--- src/rtl/mux_source_arbiter.sv ---
`default_nettype none
// ============================================================================
// Module      : mux_source_arbiter
// Description : Round-robin arbiter for keypad (A) / preset (B) sources on the
//               shared 2:1 MUX feeding the timer loader, with valid/ack output.
//               Optional grant timeout enabled by defining ARB_TIMEOUT_EN.
// Revision    : 1.0 - initial release
// ============================================================================
module mux_source_arbiter #(
  parameter int DATA_W      = 4,
  parameter int TIMEOUT_CYC = 255
) (
  input  logic              clk,
  input  logic              rst_n,
  input  logic              req_a,
  input  logic [DATA_W-1:0] data_a,
  input  logic              req_b,
  input  logic [DATA_W-1:0] data_b,
  input  logic              ack,
  output logic              sel,
  output logic              gnt_a,
  output logic              gnt_b,
  output logic              out_valid,
  output logic [DATA_W-1:0] out_data,
  output logic              timeout,
  output logic [7:0]        done_cnt
);

  // Grant states are one-hot so gnt_a/gnt_b come straight off state flops.
  typedef enum logic [1:0] {
    ST_IDLE  = 2'b00,
    ST_GNT_A = 2'b01,
    ST_GNT_B = 2'b10
  } state_e;

  state_e              state_q, state_d;
  logic                last_b_q, last_b_d;
  logic                sel_q, sel_d;
  logic [DATA_W-1:0]   out_data_q, out_data_d;
  logic [7:0]          done_cnt_q, done_cnt_d;
  logic                cur_req;
  logic [DATA_W-1:0]   cur_data;

`ifdef ARB_TIMEOUT_EN
  localparam logic [7:0] TIMEOUT_LIM = TIMEOUT_CYC[7:0];
  logic       timeout_q, timeout_d;
  logic [7:0] wait_q, wait_d;
`else
  logic unused_timeout_cfg;
  assign unused_timeout_cfg = (TIMEOUT_CYC != 0);
`endif

  assign cur_req  = (state_q == ST_GNT_B) ? req_b  : req_a;
  assign cur_data = (state_q == ST_GNT_B) ? data_b : data_a;

  always_comb begin
    state_d    = state_q;
    last_b_d   = last_b_q;
    sel_d      = sel_q;
    out_data_d = out_data_q;
    done_cnt_d = done_cnt_q;
`ifdef ARB_TIMEOUT_EN
    timeout_d  = 1'b0;
    wait_d     = 8'd0;
`endif
    case (state_q)
      ST_IDLE: begin
        // On contention the side opposite the last winner takes the grant.
        if (req_a && (!req_b || last_b_q)) begin
          state_d    = ST_GNT_A;
          sel_d      = 1'b0;
          out_data_d = data_a;
        end else if (req_b) begin
          state_d    = ST_GNT_B;
          sel_d      = 1'b1;
          out_data_d = data_b;
        end
      end
      ST_GNT_A, ST_GNT_B: begin
        if (ack) begin
          state_d    = ST_IDLE;
          last_b_d   = (state_q == ST_GNT_B);
          done_cnt_d = done_cnt_q + 8'd1;
        end else if (!cur_req) begin
          state_d = ST_IDLE;
`ifdef ARB_TIMEOUT_EN
        end else if (wait_q == TIMEOUT_LIM) begin
          state_d   = ST_IDLE;
          last_b_d  = (state_q == ST_GNT_B);
          timeout_d = 1'b1;
`endif
        end else begin
          out_data_d = cur_data;
`ifdef ARB_TIMEOUT_EN
          wait_d     = wait_q + 8'd1;
`endif
        end
      end
      default: state_d = ST_IDLE;
    endcase
  end

  always_ff @(posedge clk) begin
    if (!rst_n) begin
      state_q    <= ST_IDLE;
      last_b_q   <= 1'b1;
      sel_q      <= 1'b0;
      out_data_q <= '0;
      done_cnt_q <= 8'd0;
`ifdef ARB_TIMEOUT_EN
      timeout_q  <= 1'b0;
      wait_q     <= 8'd0;
`endif
    end else begin
      state_q    <= state_d;
      last_b_q   <= last_b_d;
      sel_q      <= sel_d;
      out_data_q <= out_data_d;
      done_cnt_q <= done_cnt_d;
`ifdef ARB_TIMEOUT_EN
      timeout_q  <= timeout_d;
      wait_q     <= wait_d;
`endif
    end
  end

  assign gnt_a     = state_q[0];
  assign gnt_b     = state_q[1];
  assign out_valid = |state_q;
  assign sel       = sel_q;
  assign out_data  = out_data_q;
  assign done_cnt  = done_cnt_q;
`ifdef ARB_TIMEOUT_EN
  assign timeout   = timeout_q;
`else
  assign timeout   = 1'b0;
`endif

endmodule
`default_nettype wire
--- config.mk ---
export PLATFORM = sky130hd
export DESIGN_NAME = mux_source_arbiter
export DESIGN_NICKNAME = d
export VERILOG_FILES = /design/src/rtl/mux_source_arbiter.sv
export SDC_FILE = /design/constraint.sdc
export NUM_CORES = 1
export LEC_CHECK = 0
export ABC_AREA = 1
export CORE_ASPECT_RATIO = 0.75
export CORE_MARGIN = 8
export CORE_UTILIZATION = 50
export CTS_CLUSTER_SIZE = 16
export DETAILED_ROUTE_END_ITERATION = 8
export GPL_TIMING_DRIVEN = 0
export PLACE_DENSITY = 0.83
export SLEW_MARGIN = 20
export SYNTH_ARGS = -nofsm -noshare
export SYNTH_HDL_FRONTEND = slang
export SYNTH_SLANG_ARGS = --single-unit
--- constraint.sdc ---
create_clock -name clk -period 3.6 [get_ports clk]
set_clock_uncertainty 0.2 [all_clocks]
set_input_delay 1.08 -clock clk [delete_from_list [all_inputs] [get_ports clk]]
set_output_delay 1.08 -clock clk [all_outputs]
set_load 0.05 [all_outputs]
# ---- After elaboration in Yosys (flattened, before gate mapping)
# Index checks and enable logic that the tools add are counted.
dict set report op_classes {
  eq_ne 6
  muxes 14
  n_addsub 1
  n_reduce_logical 12
}
# cell count
set op_table {}
lappend op_table {{$mux 4} 5}
lappend op_table {{$add 8x1->8 const B} 1}
lappend op_table {{$mux 2} 4}
lappend op_table {{$pmux 4 s2} 1}
lappend op_table {{$ne 3x3->1 const B} 2}
lappend op_table {{$reduce_and 2->1} 3}
lappend op_table {{$ne 2x2->1 const B} 2}
lappend op_table {{$pmux 2 s2} 1}
lappend op_table {{$reduce_and 4->1} 1}
lappend op_table {{$reduce_bool 2->1} 2}
lappend op_table {{$reduce_or 2->1} 2}
lappend op_table {{$mux 1} 3}
lappend op_table {{$eq 2x1->1 const B} 1}
lappend op_table {{$eq 2x2->1 const B} 1}
lappend op_table {{$logic_not 2->1} 1}
lappend op_table {{$logic_and 1x1->1} 1}
lappend op_table {{$logic_not 1->1} 1}
lappend op_table {{$logic_or 1x1->1} 1}
dict set report word_totals {
  elab_cells 38
  inputBits 13
  register_bits 16
  out_inout_bits 17
}

# ---- Longest topological paths before layout
dict set report depth {
  word_depth 5
  depth_mapped 11
  ltp_nobuf 10
}

# ---- Worst setup path before layout
# Ideal clock, no wire load.
dict set report synth_timing {
  path_kind {register to output}
  start {register state_q[0]}
  end {output out_valid}
  slack_ns 0.940
  n_path_buf 0
  arrival_ns 1.380
  required_ns 2.320
  path_stages_with_launch 4
  path_cell_list {dfxtp_1 > inv_1 > ha_1 > inv_1}
}
dict set report synth_via {
  elab_chain_cells 1
}
# element line_no
set synth_rtl {}
lappend synth_rtl {{start: declaration} 36} ;# state_e state_q, state_d;
lappend synth_rtl {{start signal: assignment} 115} ;# state_q <= state_d;
lappend synth_rtl {{$reduce_or 2->1} 129} ;# assign out_valid = |state_q;
lappend synth_rtl {{end: declaration} 23} ;# output logic out_valid,
# No other way between the ends.

# ---- Worst setup path after layout
dict set report layout_timing {
  start {register state_q[1]}
  end {output out_valid}
}
# The elaborated chain is that of the path after synthesis.

==> qor.txt <==
clk_lat worst skew: 280 ps
Crit Reg-Reg Endpoint: out_data[0]
CTS buffer count: 3
Post-CTS Repair Setup Buffers: 0
Buffers on Ports: 27
CP Max Fanout: 5
CTS resizes: 0
Worst Tran Pin Value: 516 ps
Max Cap Viol: 0
crit-path cells: inv_1 > ha_1 > inv_1 > clkdlybuf4s50_1
commonest non-fill, non-tap cell in the layout: nand2_1
drt pass-1 iters: 4
VDD IR-drop max: 471 µV
synthesized area per cell: 6.27 µm²
clk sink count: 16
Compound-Gate Fraction of Synth Area: 10.3%
Crit-path slowest cell: clkdlybuf4s50_1
share of cells above drive strength 1: 9.74%
Initial Utilization: 52.3%
WHS Path Cells: 2
main combinational cell family by area after synthesis: simple AND/OR/NAND/NOR gates
#FFs+latches synth: 16
Max-slew headroom: 65.5%
global route overflow: 0
Core Region: 1980 µm²
Hold Vio Cnt, Final: 0
CP arrival: 1890 ps
Leak: 0.000646 µW
# IOs: 30
Final setup viols: 0
most frequent cells in the layout: 47 x nand2_1, 27 x clkdlybuf4s50_1, 26 x nor2_1
RSZ-0062 raised after global routing: false
crit start category: flip-flop
ant diodes: 0
initial antenna violation count: 0
Layout Cells excl Fill: 219
Final ANT Viol Nets: 0
Synth top area share: 31.0%
hold path startpoint: sel
# rows: 14
XOR/XNOR share of the synthesized area: 0%
P per Cell Area: 418 nW/µm²
Final Power: 567 µW
multiplexer area fraction after synthesis: 0%
vias per cell: 4.83
die width: 68.5 µm
synthesis warning total: 0
DR iter-0 viols: 82
Worst Hold End: sel
post-DP HPWL: 2010 µm
H-tree depth: 1
mean routed wirelength per cell: 11.1 µm
Synth area leaders: dfxtp_1 31%, nand2_1 17%, nor2_1 9.4%
Worst EP required: 2320 ps
vias post-DR: 1058
Worst Reg-to-Reg Cells: 9
final wirelength: 2440 µm
post-layout min period: 3170 ps
worst path bufs/invs: 3
Synth area leader: dfxtp_1
clock tree buffer depth: 2
clock-pin slew on the worst setup and hold paths: 80 ps
Reg2Reg Setup Slack: 1800 ps
Post-route DRC: 0
Post-synth EDFFs: 0
adder-cell share of the synthesized area: 3.63%
CP Depth: 4
Root Buffer: clkbuf_4
Top delay family on crit path: buffers and inverters
CTS tree: yes
Setup CP Type: reg2out
Hold Buf Count CTS: 0
vias in the first global route: 992
ys flop type: dfxtp_1
synth unique cells: 23
GRT Total Usage: 13.5%
Most common cell on crit path: inv_1
simple-gate area share of the yosys netlist: 40.7%
die footprint: 3800 µm²
Fin Hold WS: 272 ps
Net Count, Synth: 181
Tcrit/Tclk final: 87.9%
worst r2r src: state_q[1]
fin nets: 213
fmax: 316 MHz
Synth Instances: 165
Netlist Area Pre-Place: 1030 µm²
die height: 55.4 µm
status: complete, no violations
max incr delay on CP: 800 ps
Seq/Total Area, Yosys: 31.0%
Worst Setup End Kind: output port
setup TNS: 0 ps
routability cong.: 0.858
wire length of the first global-routing pass: 4170 µm
worst min path class: reg2reg
Final Slew Violations: 0
Area Overhead vs Synth: 31.2%
Post-synth ARST share: 0%
placed insts: 216
largest net degree at the start of global routing: 11
==> cells in the mapped netlist, types with 2 or more instances <==
cell type  number
nand2_4         3
buf_4           3
inv_1          25
nand3_1        12
ha_1            3
nand2_1        47
nor2_1         26
a21oi_1         6
dfxtp_1        16
nor2_4          2
o21ai_0         8
nand4_1         2
nand2_2         2
==> flip-flops by register name, indices dropped and copies added (netlist names) <==
signal,flops
sel,1
last_b_q,1
state_q,2
done_cnt,8
out_data,4
==> area by class of cell <==
| cell class | instances | area [µm²] |
|---|---|---|
| Fill cell | 184 | 622 |
| Buffer | 5 | 38.8 |
| Tap cell | 24 | 30.0 |
| Multi-Input combinational cell | 117 | 569 |
| Timing Repair Buffer | 27 | 270 |
| Clock buffer | 3 | 22.5 |
| Inverter | 27 | 106 |
| Sequential cell | 16 | 320 |
==> worst max-delay path by stage <==
stage	startpoint	endpoint	slack, ps
detailed placement	state_q[1]	out_valid	740
finish	state_q[1]	out_valid	430
floorplan	state_q[0]	out_valid	940
global placement	state_q[0]	out_valid	750
CTS	state_q[1]	out_valid	410
global route	state_q[0]	out_valid	350
==> routing by layer <==
metal	vias up	GRT usage (%)	wire, µm
met2	26	21.3	1170
li1	567	-	-
met3	6	6.24	192
met5	-	0	0
met1	459	15.9	1050
met4	0	3.50	26
==> cell families (layout without fill, tap and decap cells) <==
family / count (synthesis) / count (layout)
DFF: 16 / 16
AOI/OAI and AO/OA: 18 / 18
buffers and inverters: 32 / 62
and+or+nand+nor: 95 / 95
adders and majority gates: 3 / 3
other: 1 / 1
==> stage by stage <==
step	setup WS, ps	cell area, µm²	utilization, %
after floorplan	940	1030	-
after global placement	745	1340	67.4
after detailed placement	740	1340	67.4
after CTS	415	1360	68.6
after global routing	354	1360	68.6
final	435	1360	68.6
==> power breakdown <==
part	total, µW	switching [µW]	leakage [µW]	internal (µW)
clock network	91.4	52.5	0.0000138	38.9
registers	209	12.5	0.000131	196
logic	267	173	0.000501	93.4
total	567	238	0.000646	329
==> worst register-to-register path, delay by kind of cell (launching register included) <==
kind | cells | cell delay, ps
simple gates | 4 | 390
fa+ha+maj | 1 | 280
flops | 1 | 380
buf+inv | 3 | 270
compound gates | 1 | 190
Note: power is estimated with default switching activity, not from simulation.
